===== src/rtl/spi_target_xcvr.sv =====
// SPI mode-0 target transceiver: oversampled SCK/CS/MOSI, one-byte TX holding
// register feeding an MSB-first shift register, MSB-first RX with per-byte strobe.
module spi_target_xcvr #(
  parameter int SYNC_STAGES = 2
) (
  input  logic       clk,
  input  logic       rst_n,
  input  logic       sck_i,
  input  logic       cs_n_i,
  input  logic       mosi_i,
  output logic       miso_o,
  output logic       miso_oe_o,
  input  logic [7:0] tx_data,
  input  logic       tx_valid,
  output logic       tx_ready,
  output logic [7:0] rx_data,
  output logic       rx_valid,
  output logic       tx_underrun
);

  typedef enum logic {
    IDLE   = 1'b0,
    ACTIVE = 1'b1
  } state_e;

  logic [SYNC_STAGES-1:0] sck_sync_q;
  logic [SYNC_STAGES-1:0] cs_sync_q;
  logic [SYNC_STAGES-1:0] mosi_sync_q;
  logic                   sck_dly_q;

  logic sck_s;
  logic cs_s;
  logic mosi_s;
  logic sck_rise;
  logic sck_fall;

  state_e     state_q, state_d;
  logic [2:0] bit_cnt_q, bit_cnt_d;
  logic [7:0] rx_shift_q, rx_shift_d;
  logic [7:0] tx_shift_q, tx_shift_d;
  logic [7:0] hold_q, hold_d;
  logic       hold_full_q, hold_full_d;
  logic [7:0] rx_data_q, rx_data_d;
  logic       rx_valid_q, rx_valid_d;
  logic       underrun_q, underrun_d;
  logic       miso_q, miso_d;
  logic       miso_oe_q, miso_oe_d;

  logic       load;
  logic       tx_wr;

  assign sck_s    = sck_sync_q[SYNC_STAGES-1];
  assign cs_s     = cs_sync_q[SYNC_STAGES-1];
  assign mosi_s   = mosi_sync_q[SYNC_STAGES-1];
  assign sck_rise = sck_s & ~sck_dly_q;
  assign sck_fall = ~sck_s & sck_dly_q;

  // Idle line levels are the reset presets so no spurious edge appears after reset.
  always_ff @(posedge clk or negedge rst_n) begin
    if (!rst_n) begin
      sck_sync_q  <= '0;
      cs_sync_q   <= '1;
      mosi_sync_q <= '0;
      sck_dly_q   <= 1'b0;
    end else begin
      sck_sync_q  <= {sck_sync_q[SYNC_STAGES-2:0], sck_i};
      cs_sync_q   <= {cs_sync_q[SYNC_STAGES-2:0], cs_n_i};
      mosi_sync_q <= {mosi_sync_q[SYNC_STAGES-2:0], mosi_i};
      sck_dly_q   <= sck_s;
    end
  end

  always_comb begin
    state_d    = state_q;
    bit_cnt_d  = bit_cnt_q;
    rx_shift_d = rx_shift_q;
    tx_shift_d = tx_shift_q;
    rx_data_d  = rx_data_q;
    rx_valid_d = 1'b0;
    underrun_d = 1'b0;
    load       = 1'b0;
    tx_wr      = tx_valid & ~hold_full_q;

    case (state_q)
      IDLE: begin
        if (!cs_s) begin
          state_d    = ACTIVE;
          bit_cnt_d  = 3'd0;
          rx_shift_d = 8'h00;
          load       = 1'b1;
        end
      end
      ACTIVE: begin
        // Deselect wins over a coincident SCK edge, so a final falling edge
        // that arrives together with CS rising never consumes the holding byte.
        if (cs_s) begin
          state_d    = IDLE;
          bit_cnt_d  = 3'd0;
          rx_shift_d = 8'h00;
          tx_shift_d = 8'h00;
        end else if (sck_rise) begin
          rx_shift_d = {rx_shift_q[6:0], mosi_s};
          bit_cnt_d  = bit_cnt_q + 3'd1;
          if (bit_cnt_q == 3'd7) begin
            rx_data_d  = {rx_shift_q[6:0], mosi_s};
            rx_valid_d = 1'b1;
          end
        end else if (sck_fall) begin
          if (bit_cnt_q == 3'd0) begin
            load = 1'b1;
          end else begin
            tx_shift_d = {tx_shift_q[6:0], 1'b0};
          end
        end
      end
      default: state_d = IDLE;
    endcase

    // A load observes the holding register before any same-cycle write.
    if (load) begin
      tx_shift_d = hold_full_q ? hold_q : 8'h00;
      underrun_d = ~hold_full_q;
    end

    hold_full_d = tx_wr ? 1'b1 : (load ? 1'b0 : hold_full_q);
    hold_d      = tx_wr ? tx_data : hold_q;
    miso_oe_d   = (state_d == ACTIVE);
    miso_d      = (state_d == ACTIVE) ? tx_shift_d[7] : 1'b0;
  end

  always_ff @(posedge clk or negedge rst_n) begin
    if (!rst_n) begin
      state_q     <= IDLE;
      bit_cnt_q   <= 3'd0;
      rx_shift_q  <= 8'h00;
      tx_shift_q  <= 8'h00;
      hold_q      <= 8'h00;
      hold_full_q <= 1'b0;
      rx_data_q   <= 8'h00;
      rx_valid_q  <= 1'b0;
      underrun_q  <= 1'b0;
      miso_q      <= 1'b0;
      miso_oe_q   <= 1'b0;
    end else begin
      state_q     <= state_d;
      bit_cnt_q   <= bit_cnt_d;
      rx_shift_q  <= rx_shift_d;
      tx_shift_q  <= tx_shift_d;
      hold_q      <= hold_d;
      hold_full_q <= hold_full_d;
      rx_data_q   <= rx_data_d;
      rx_valid_q  <= rx_valid_d;
      underrun_q  <= underrun_d;
      miso_q      <= miso_d;
      miso_oe_q   <= miso_oe_d;
    end
  end

  assign miso_o      = miso_q;
  assign miso_oe_o   = miso_oe_q;
  assign tx_ready    = ~hold_full_q;
  assign rx_data     = rx_data_q;
  assign rx_valid    = rx_valid_q;
  assign tx_underrun = underrun_q;

endmodule


===== config.mk =====
export PLATFORM = sky130hd
export DESIGN_NAME = spi_target_xcvr
export DESIGN_NICKNAME = d
export VERILOG_FILES = /design/src/rtl/spi_target_xcvr.sv
export SDC_FILE = /design/constraint.sdc
export NUM_CORES = 1
export LEC_CHECK = 0
export ABC_CLOCK_PERIOD_IN_PS = 1730
export BUFFER_PORTS_ARGS = -buffer_cell sky130_fd_sc_hd__buf_2
export CAP_MARGIN = 25
export CORE_MARGIN = 2
export CORE_UTILIZATION = 33
export DETAILED_ROUTE_END_ITERATION = 10
export PLACE_DENSITY = 0.61
export SLEW_MARGIN = 40
export SYNTH_ARGS = -nofsm -noshare
export SYNTH_HDL_FRONTEND = slang
export SYNTH_SLANG_ARGS = --single-unit

===== constraint.sdc =====
create_clock -name clk -period 1.73 [get_ports clk]
set_input_delay 0.173 -clock clk [delete_from_list [all_inputs] [get_ports clk]]
set_output_delay 0.173 -clock clk [all_outputs]
set_load 0.02 [all_outputs]

==> impl_metrics.toml, run 1 <==
[status]
status = "finished, final reports clean"

[timing]
fin_tns_setup_ns = 0
final.setup_skew_ns = 0.00566
max_slew.worst_pin.slew_ns = 0.555
setup_viol = 0
slew_headroom = 0.630
min_period_ns = 1.55
post-route-period-util = 0.898
maxClockFrequency_mhz = 644
rsz0062_at_grt = "false"
maxSlewViolCount = 0
hold_viol_final = 0

[setup_path]
cp_max_fo = 8
worstSetupEndpointType = "register"
crit_start = "bit_cnt_q[0]$_DFFE_PN0P_"
rr_startpoint = "bit_cnt_q[0]$_DFFE_PN0P_"
cp-start-kind = "register"
crit_arrival_ns = 1.77
timing.rr.end = "tx_shift_q[3]$_DFFE_PN0P_"
r2r_cells = 5
critPathRequiredTime_ns = 1.95
rrSetupSlack_ns = 0.18
crit_type = "register to register"

[synthesis]
ys_ff_latch = 46
yosys.area_share.adder = 0.0200
yosysUniqueCellTypes = 31
yosys_warnings = 0
avgSynthCellArea_sq_um = 13.3
synth_top_family_by_area = "compound AO/OA/AOI/OAI gates"
synth_fp_nets = 158
synthXorXnorAreaFrac = 0
synth_edf_count = 0
synth_cells = 141
synthArstFlopShare = 1.00
synth_area_sq_um = 1880
synth-simple-area-share = 0.0919
synth-compound-area-share = 0.144
synth_ff_type = "dfrtp_1"
synth.mux.area_fraction = 0.0759
yosysSeqAreaShare = 0.614

[clocking]
h-tree-depth = 2
clkSinkCount = 46
clkLatencyLatePin_ns = 0.29
cts_buffers = 5
clk_path_buf_depth = 2
post_cts.repair.setup_buffers = 0
cts_tree = "yes"
cts_resized = 0
cts.clk_slew.worst_paths_ns = 0.08
root_buffer = "clkbuf_8"

[floorplan]
die_w_um = 79.4
core_area_sq_um = 5510
io_pins = 27
fp.dieArea_sq_um = 6310
rows = 27
start_util = 0.341
die_h_um = 79.4

[route]
wl_mm = 3.19
num_vias = 1158
drc_errors = 0
vias_per_cell = 4.60
wl_met3_um = 166
first_pass_iters = 4
highest_layer = "met4"
wire_per_inst_um = 12.7
drt_iter0_markers = 63
wl_met2_mm = 1.40
met1_length_mm = 1.58
ant_nets = 0

[worst_hold_path]
min_path_type = "input port to register"
hold-path-endpoint = "hold_q[4]$_DFFE_PN0P_"
worstHoldPathCells = 3
hold_start = "tx_data[4]"

[final_layout]
final_cells = 252
finish.instance_area_sq_um = 2260
drive_gt1_frac = 0.350
diodes = 0
num-nets-final = 196
area_growth_pct = 20.5

[pwr]
p_leak_nw = 1.13
power_density_nw_per_um2 = 990
pwr-share-seq = 0.542
ir_drop_uv = 548
clkPwrFrac = 0.346
swShare = 0.239
power_frac_comb = 0.112
p_int_w = 0.00170
switching_power_w = 0.000536
total_power_w = 0.00224

[placement]
placed_area_sq_um = 2110
io_buffers = 26
hpwlAfterDp_mm = 2.20
dp.cells = 240
gp_congestion = 0.751

[global_route]
grt_usage = 0.118
grt_pass1_wl_mm = 5.75
grt_max_degree = 47
grt_overflow = 0
grt_pass1_vias = 1231
antenna_found_initial = 0

[run]
cap_violations = 0
[power groups by stage]
stage	logic [W]	registers (W)	clock network, W
detailed placement	0.000253	0.00123	0
floorplan	0.000165	0.00123	0
CTS	0.000260	0.00122	0.000800
global route	0.000290	0.00123	0.000834
global placement	0.000247	0.00123	0
finish	0.000250	0.00121	0.000775
[state kept, by name (all words and copies together), names as in the netlist, 2 cells and up]
signal / cells
sck_sync_q: 2
bit_cnt_q: 3
tx_shift_q: 8
mosi_sync_q: 2
cs_sync_q: 2
hold_q: 8
rx_shift_q: 7
rx_data: 8
[kinds of logic after synthesis]
family,after synthesis
compound gates,30
fa+ha+maj,3
buf+inv,24
flops,46
mux,10
simple gates,28
[worst max path at each step]
| stage | end | cells past startpoint |
|---|---|---|
| 2_1_floorplan | rx_data[0]$_DFFE_PN0P_ | 4 |
| 3_3_place_gp | rx_data[7]$_DFFE_PN0P_ | 3 |
| 3_5_place_dp | tx_shift_q[3]$_DFFE_PN0P_ | 5 |
| 4_1_cts | tx_shift_q[3]$_DFFE_PN0P_ | 5 |
| 5_1_grt | tx_shift_q[5]$_DFFE_PN0P_ | 5 |
| 6_report | tx_shift_q[3]$_DFFE_PN0P_ | 5 |
[cell usage in the layout (no fill, tap or decap), types with 2 or more instances in the layout]
| master | count |
|---|---|
| nor2b_1 | 4 |
| buf_4 | 6 |
| o21ai_0 | 7 |
| buf_2 | 26 |
| ha_1 | 3 |
| inv_1 | 18 |
| dfstp_2 | 2 |
| nand4_1 | 6 |
| nand2b_1 | 4 |
| dfrtp_1 | 44 |
| mux2_2 | 2 |
| dlygate4sd3_1 | 4 |
| a22o_1 | 9 |
| mux2_4 | 8 |
| o221ai_2 | 6 |
| nand2_1 | 8 |
| clkbuf_8 | 5 |
[critical path, cell delays in order (launching register included)]
cell       delay [ns]
dfrtp_1          0.40
inv_1            0.06
ha_1             0.16
nand4bb_1        0.18
a211o_2          0.48
o221ai_2         0.19
[metal layers]
metal,up-vias,GRT usage
met2,27,0.175
met5,-,0
met3,5,0.0373
met1,557,0.163
li1,569,-
met4,0,0.0414
[metrics by stage]
step / utilization / hold WS [ns] / setup slack (ns)
after floorplan: - / -0.123 / 0.279
after global placement: 0.384 / 0.282 / 0.223
after detailed placement: 0.384 / 0.285 / 0.177
after CTS: 0.411 / 0.0669 / 0.156
after global routing: 0.411 / 0.0901 / 0.0793
final: 0.411 / 0.0748 / 0.177
[synthesized netlist by cell type, drive strengths merged, types with 3 or more instances]
cell	count	share of area
a22o	9	0.042
o21ai	8	0.023
inv	19	0.038
buf	4	0.014
nor2b	4	0.013
dfrtp	44	0.59
mux2	10	0.076
o221ai	7	0.053
ha	3	0.020
nand2	9	0.022
nand4	6	0.020
nand2b	4	0.013
[repair_timing]
action | in CTS | in global routing
endpoints found under the hold margin | 47 | 0
setup endpoints to repair | 0 | 0
hold buffers | 4 | 0
[layout make-up]
class	count	area (sq um)
clock inverter	2	37.5
sequential	46	1150
timing repair buffer	36	215
fill	523	3240
multi-input combinational	71	623
inverter	19	71.3
tap	72	90.1
clock buffer	6	72.6
Note: power is estimated with default switching activity, not from simulation.
==> run 2, diff against run 1 <==
--- a/config.mk
+++ b/config.mk
@@ -5,6 +5,7 @@
 export SDC_FILE = /design/constraint.sdc
 export NUM_CORES = 1
 export LEC_CHECK = 0
+export ABC_AREA = 1
 export ABC_CLOCK_PERIOD_IN_PS = 1730
 export BUFFER_PORTS_ARGS = -buffer_cell sky130_fd_sc_hd__buf_2
 export CAP_MARGIN = 25
==> run 2 against run 1 <==
Compared with the run above:
- die area decreased by 2.7%
- count of clock-buffer cells in the layout increased by 1
- worst hold slack improved by 0.027 ns
- via count increased by 2.8%
- non-clock buffer count down 3
- clock power shrank 8.0%
- synthesized cell count up 18%
- area after synthesis is 2.9% lower
- fmax rose by 8.6%
- final area is 2.6% lower
- final cell count is 9.9% higher
- highest routed layer unchanged
==> impl_metrics.toml, run 2 <==
[setup_path]
critPathRequiredTime_ns = 1.97
crit_slowest_cell = "dfrtp_1"
crit_arrival_ns = 1.67
worstSetupEndpointType = "register"
cp_max_fo = 8
cp-start-kind = "register"
cpPeakStageDelay_ns = 0.39
rrSetupSlack_ns = 0.30
crit_path_cell_trace = "inv_1 -> ha_1 -> inv_1 -> nor2_1 -> nand2_1 -> a21oi_2 -> buf_4 -> nand3_1 -> nand3_1"
crit_type = "register to register"

[global_route]
grt_max_degree = 21
grt_overflow = 0
antenna_found_initial = 0
grt_pass1_wl_mm = 5.36
grt_usage = 0.113
grt_pass1_vias = 1167

[pwr]
total_power_w = 0.00226
pwr-share-seq = 0.567
p_int_w = 0.00169
swShare = 0.251
power_density_nw_per_um2 = 1020
switching_power_w = 0.000565
ir_drop_uv = 626
p_leak_nw = 1.13
power_frac_comb = 0.117
clkPwrFrac = 0.316

[timing]
hold_viol_final = 0
slew_headroom = 0.692
maxClockFrequency_mhz = 699
final.setup_skew_ns = 0.00831
max_slew.worst_pin.slew_ns = 0.463
rsz0062_at_grt = "false"
min_period_ns = 1.43
fin_tns_setup_ns = 0
post-route-period-util = 0.827
setup_viol = 0
maxSlewViolCount = 0

[synthesis]
synth.top_cell.area_share = 0.604
synth_area_sq_um = 1820
synth_cells = 166
synth.top_cells.by_count = "dfrtp_1 (44), nand2_1 (28), inv_1 (20)"
ys_ff_latch = 46
avgSynthCellArea_sq_um = 11.0
synth_fp_nets = 183
synthTopCellsByArea = "dfrtp_1 (60%), nand2_1 (5.8%), mux2_2 (4.9%)"
yosysUniqueCellTypes = 19
synth_ff_type = "dfrtp_1"
yosysSeqAreaShare = 0.632
yosys_warnings = 0
synth_edf_count = 0
yosys.area.top_type = "dfrtp_1"
synthArstFlopShare = 1.00
yosysMostFrequentCell = "dfrtp_1"

[floorplan]
die_w_um = 78.4
core_area_sq_um = 5410
start_util = 0.338
io_pins = 27
rows = 27
die_h_um = 78.4
fp.dieArea_sq_um = 6140

[route]
vias_per_cell = 4.30
wire_per_inst_um = 10.6
wl_mm = 2.93
drt_iter0_markers = 60
first_pass_iters = 6
ant_nets = 0
num_vias = 1191
drc_errors = 0

[final_layout]
drive_gt1_frac = 0.293
diodes = 0
most-common-layout-cells = "dfrtp_1 (44), nand2_1 (28), buf_2 (26)"
area_growth_pct = 20.9
num-nets-final = 221
layout_commonest_cell = "dfrtp_1"

[placement]
io_buffers = 26
gp_congestion = 0.773
hpwlAfterDp_mm = 2.16

[clocking]
root_buffer = "clkbuf_8"
clkSinkCount = 46
h-tree-depth = 2
clk_path_buf_depth = 2
cts_buffers = 5
cts_tree = "yes"
clkLatencyLatePin_ns = 0.29
post_cts.repair.setup_buffers = 0
cts.clk_slew.worst_paths_ns = 0.08

[worst_hold_path]
min_path_type = "input port to register"

[run]
cap_violations = 0

[status]
status = "finished, final reports clean"
## run 2: repair_timing
item | 4_1_cts | 5_1_grt
hold buffers | 4 | 0
hold endpoints to repair | 21 | 0
resized for setup | 0 | 0
## run 2: layout make-up
cell class                      instances  area (sq um)
Fill cell                             565          3200
Inverter                               23          88.8
Sequential cell                        46          1150
Clock buffer                            7          96.3
Multi-Input combinational cell         95           562
Timing Repair Buffer                   33           205
Clock inverter                          1          8.76
Tap cell                               72          90.1
## run 2: cells by family after synthesis
kind of cell / after synthesis / share of synthesized area
simple gates: 61 / 0.163
flops: 46 / 0.632
buf+inv: 25 / 0.0597
compound gates: 23 / 0.0754
mux: 8 / 0.0494
fa+ha+maj: 3 / 0.0206
## run 2: power by group through the flow
stage / combinational, W / clock (W) / sequential [W]
after floorplan: 0.000185 / 0 / 0.00127
after global placement: 0.000255 / 0 / 0.00130
after detailed placement: 0.000264 / 0 / 0.00130
after CTS: 0.000270 / 0.000745 / 0.00128
after global routing: 0.000305 / 0.000801 / 0.00130
final: 0.000264 / 0.000713 / 0.00128
## run 2: through the flow
| step | setup slack [ns] | util | std cells | instance area [sq um] | hold slack (ns) |
|---|---|---|---|---|---|
| 2_1_floorplan | 0.345 | - | 166 | 1820 | -0.123 |
| 3_3_place_gp | 0.347 | 0.381 | 265 | 2060 | 0.149 |
| 3_5_place_dp | 0.306 | 0.381 | 265 | 2060 | 0.161 |
| 4_1_cts | 0.282 | 0.408 | 277 | 2200 | 0.0930 |
| 5_1_grt | 0.131 | 0.408 | 277 | 2200 | 0.0824 |
| 6_report | 0.300 | 0.408 | 277 | 2200 | 0.102 |
## run 2: worst max-delay path: cells and delay by family (launching register included)
family                     cells  cell delay, ns
buffers and inverters          3            0.30
DFF                            1            0.39
AOI/OAI and AO/OA              1            0.18
adders and majority gates      1            0.17
and+or+nand+nor                4            0.34
## run 2: final timing paths
check                                         start                         to  cells past startpoint
max                        bit_cnt_q[0]$_DFFE_PN0P_  tx_shift_q[5]$_DFFE_PN0P_                      9
min                                      tx_data[3]      hold_q[3]$_DFFE_PN0P_                      2
max reg2reg                bit_cnt_q[0]$_DFFE_PN0P_  tx_shift_q[5]$_DFFE_PN0P_                      9
min reg2reg                 sck_sync_q[0]$_DFF_PN0_    sck_sync_q[1]$_DFF_PN0_                      0
max in group asynchronous                     rst_n     cs_sync_q[1]$_DFF_PN1_                      3
min in group asynchronous                     rst_n   mosi_sync_q[1]$_DFF_PN0_                      2
## run 2: metal layers
layer  GRT usage  routed length, um
met4      0.0632                 44
met5           0                  0
met2       0.165               1400
met1       0.152               1400
met3      0.0310                 84
==> run 3, diff against run 2 <==
--- a/config.mk
+++ b/config.mk
@@ -6,13 +6,13 @@
 export NUM_CORES = 1
 export LEC_CHECK = 0
 export ABC_AREA = 1
-export ABC_CLOCK_PERIOD_IN_PS = 1730
+export ABC_CLOCK_PERIOD_IN_PS = 1200
 export BUFFER_PORTS_ARGS = -buffer_cell sky130_fd_sc_hd__buf_2
 export CAP_MARGIN = 25
 export CORE_MARGIN = 2
 export CORE_UTILIZATION = 33
 export DETAILED_ROUTE_END_ITERATION = 10
-export PLACE_DENSITY = 0.61
+export PLACE_DENSITY = 0.63
 export SLEW_MARGIN = 40
 export SYNTH_ARGS = -nofsm -noshare
 export SYNTH_HDL_FRONTEND = slang
==> constraint.sdc (replaced) <==
create_clock -name clk -period 1.2 [get_ports clk]
set_input_delay 0.12 -clock clk [delete_from_list [all_inputs] [get_ports clk]]
set_output_delay 0.12 -clock clk [all_outputs]
set_load 0.02 [all_outputs]
==> run 3 against run 2 <==
Compared with the run above:
- the run now ends with setup timing left
- count of clock-buffer cells in the layout is 2 lower
- register-to-register slack worse by 0.50 ns
- power is 55% higher
- sequential share of layout area is 5.7 points lower
- via count is 6.0% higher
- flip-flop and latch count stayed put
- critical endpoint is now tx_shift_q[4]$_DFFE_PN0P_
- fmax is 2.2% higher
- first-iteration DRC count is 60% lower
==> impl_metrics.toml, run 3 (synthesis results as in run 2) <==
[status]
status = "finished, violations left"
violations = "setup timing"

[timing]
whs_ns = 0.0463
slew_headroom = 0.787
min_period_ns = 1.40
maxSlewViolCount = 0
rsz0062_at_grt = "true"
post-route-period-util = 1.17
final.setup_skew_ns = 0.00495
fin_ws_ns = -0.199
max_slew.worst_pin.slew_ns = 0.319
maxClockFrequency_mhz = 715
setup_viol = 21
hold_viol_final = 0

[clocking]
clkLatencyLatePin_ns = 0.30
root_buffer = "clkbuf_8"
clk_path_buf_depth = 2
cts.clk_slew.worst_paths_ns = 0.09
cts_tree = "yes"
h-tree-depth = 2
cts_buffers = 5
clkSinkCount = 46

[final_layout]
drive_gt1_frac = 0.468
most-common-layout-cells = "dfrtp_1 (43), buf_2 (26), nand2_1 (24)"
diodes = 0
layout_commonest_cell = "dfrtp_1"
final_cells = 294
num-nets-final = 238
area_growth_pct = 35.7

[placement]
pre_cts_ws_ns = -0.155
hpwlAfterDp_mm = 2.22
io_buffers = 26
dp.cells = 277
gp_congestion = 0.755

[floorplan]
fp.dieArea_sq_um = 6140
start_util = 0.338
die_h_um = 78.4
core_area_sq_um = 5410
rows = 27
die_w_um = 78.4
io_pins = 27

[route]
wl_met3_um = 121
first_pass_iters = 4
highest_layer = "met4"
met1_length_mm = 1.50
wire_per_inst_um = 11.2
wl_mm = 3.30
vias_per_cell = 4.30
drc_errors = 0
num_vias = 1263
drt_iter0_markers = 24
wl_met2_mm = 1.61
ant_nets = 0

[setup_path]
crit_arrival_ns = 1.64
crit_type = "register to register"
critPathRequiredTime_ns = 1.44
cp_max_fo = 8
worstSetupEndpointType = "register"
cp-start-kind = "register"

[global_route]
grt_pass1_wl_mm = 5.55
grt_pass1_vias = 1234
grt_usage = 0.116
grt_overflow = 0
antenna_found_initial = 0
grt_max_degree = 25

[pwr]
pwr-share-seq = 0.525
ir_drop_uv = 879
power_frac_comb = 0.145
p_leak_nw = 1.25
swShare = 0.257
clkPwrFrac = 0.331
switching_power_w = 0.000900
power_density_nw_per_um2 = 1410
p_int_w = 0.00260

[run]
cap_violations = 0

[worst_hold_path]
min_path_type = "input port to register"
[run 3: changes by cell type in the layout (fill, tap and decap cells not counted), sizes merged]
cell,change
buf,+16
clkbuf,-2
bufinv,+1
inv,+1
nor2,+1
[run 3: worst paths after layout]
| path | start | to | slack [ns] | cells after the start |
|---|---|---|---|---|
| setup reg to reg | bit_cnt_q[0]$_DFFE_PN0P_ | tx_shift_q[4]$_DFFE_PN0P_ | -0.20 | 9 |
| max in group asynchronous | rst_n | cs_sync_q[0]$_DFF_PN1_ | 0.49 | 3 |
| hold reg to reg | sck_sync_q[0]$_DFF_PN0_ | sck_sync_q[1]$_DFF_PN0_ | 0.35 | 0 |
| min in group asynchronous | rst_n | rx_data[2]$_DFFE_PN0P_ | 0.22 | 2 |
| setup / recovery | bit_cnt_q[0]$_DFFE_PN0P_ | tx_shift_q[4]$_DFFE_PN0P_ | -0.20 | 9 |
| hold / removal | tx_data[7] | hold_q[7]$_DFFE_PN0P_ | 0.05 | 2 |
[run 3: power by group through the flow]
stage                     logic (W)  clock network, W  registers, W
after CTS                  0.000488           0.00119       0.00183
after global routing       0.000568           0.00126       0.00186
final                      0.000507           0.00116       0.00183
after global placement     0.000442                 0       0.00186
after floorplan            0.000276                 0       0.00184
after detailed placement   0.000452                 0       0.00186
[run 3: critical path, cell delays in order (launching register included)]
cell and delay [ns]:
dfrtp_1 0.40, inv_2 0.09, ha_4 0.13, inv_2 0.03
nor2_2 0.08, nand2_2 0.07, a21oi_4 0.23, buf_12 0.16
nand3_2 0.07, nand3_2 0.08
[run 3: layout make-up]
class | count | area, sq um
multi-input combinational | 96 | 679
tap | 72 | 90.1
timing repair buffer | 49 | 342
clock inverter | 3 | 43.8
sequential | 46 | 1150
clock buffer | 5 | 68.8
inverter | 23 | 96.3
fill | 525 | 2930
[run 3: layer usage]
layer | vias to the layer above | global-route usage
li1 | 645 | -
met1 | 597 | 0.152
met4 | 0 | 0.0579
met3 | 4 | 0.0322
met5 | - | 0
met2 | 17 | 0.178
[run 3: through the flow]
stage                     cell area [sq um]  setup TNS, ns  utilization  power, W
after global placement                 2190          -1.91        0.404   0.00230
after global routing                   2470          -4.54        0.458   0.00368
after CTS                              2400          -1.96        0.444   0.00351
after floorplan                        1850         -0.906            -   0.00211
final                                  2470          -2.85        0.458   0.00350
after detailed placement               2190          -2.66        0.404   0.00231
[run 3: timing repair]
action,in CTS,in global routing
resized for setup,10,19
pin swaps,3,4
hold buffers,4,0
setup buffers,3,1
hold endpoints to repair,34,0
endpoints found under the setup margin,29,30
cloned,1,0
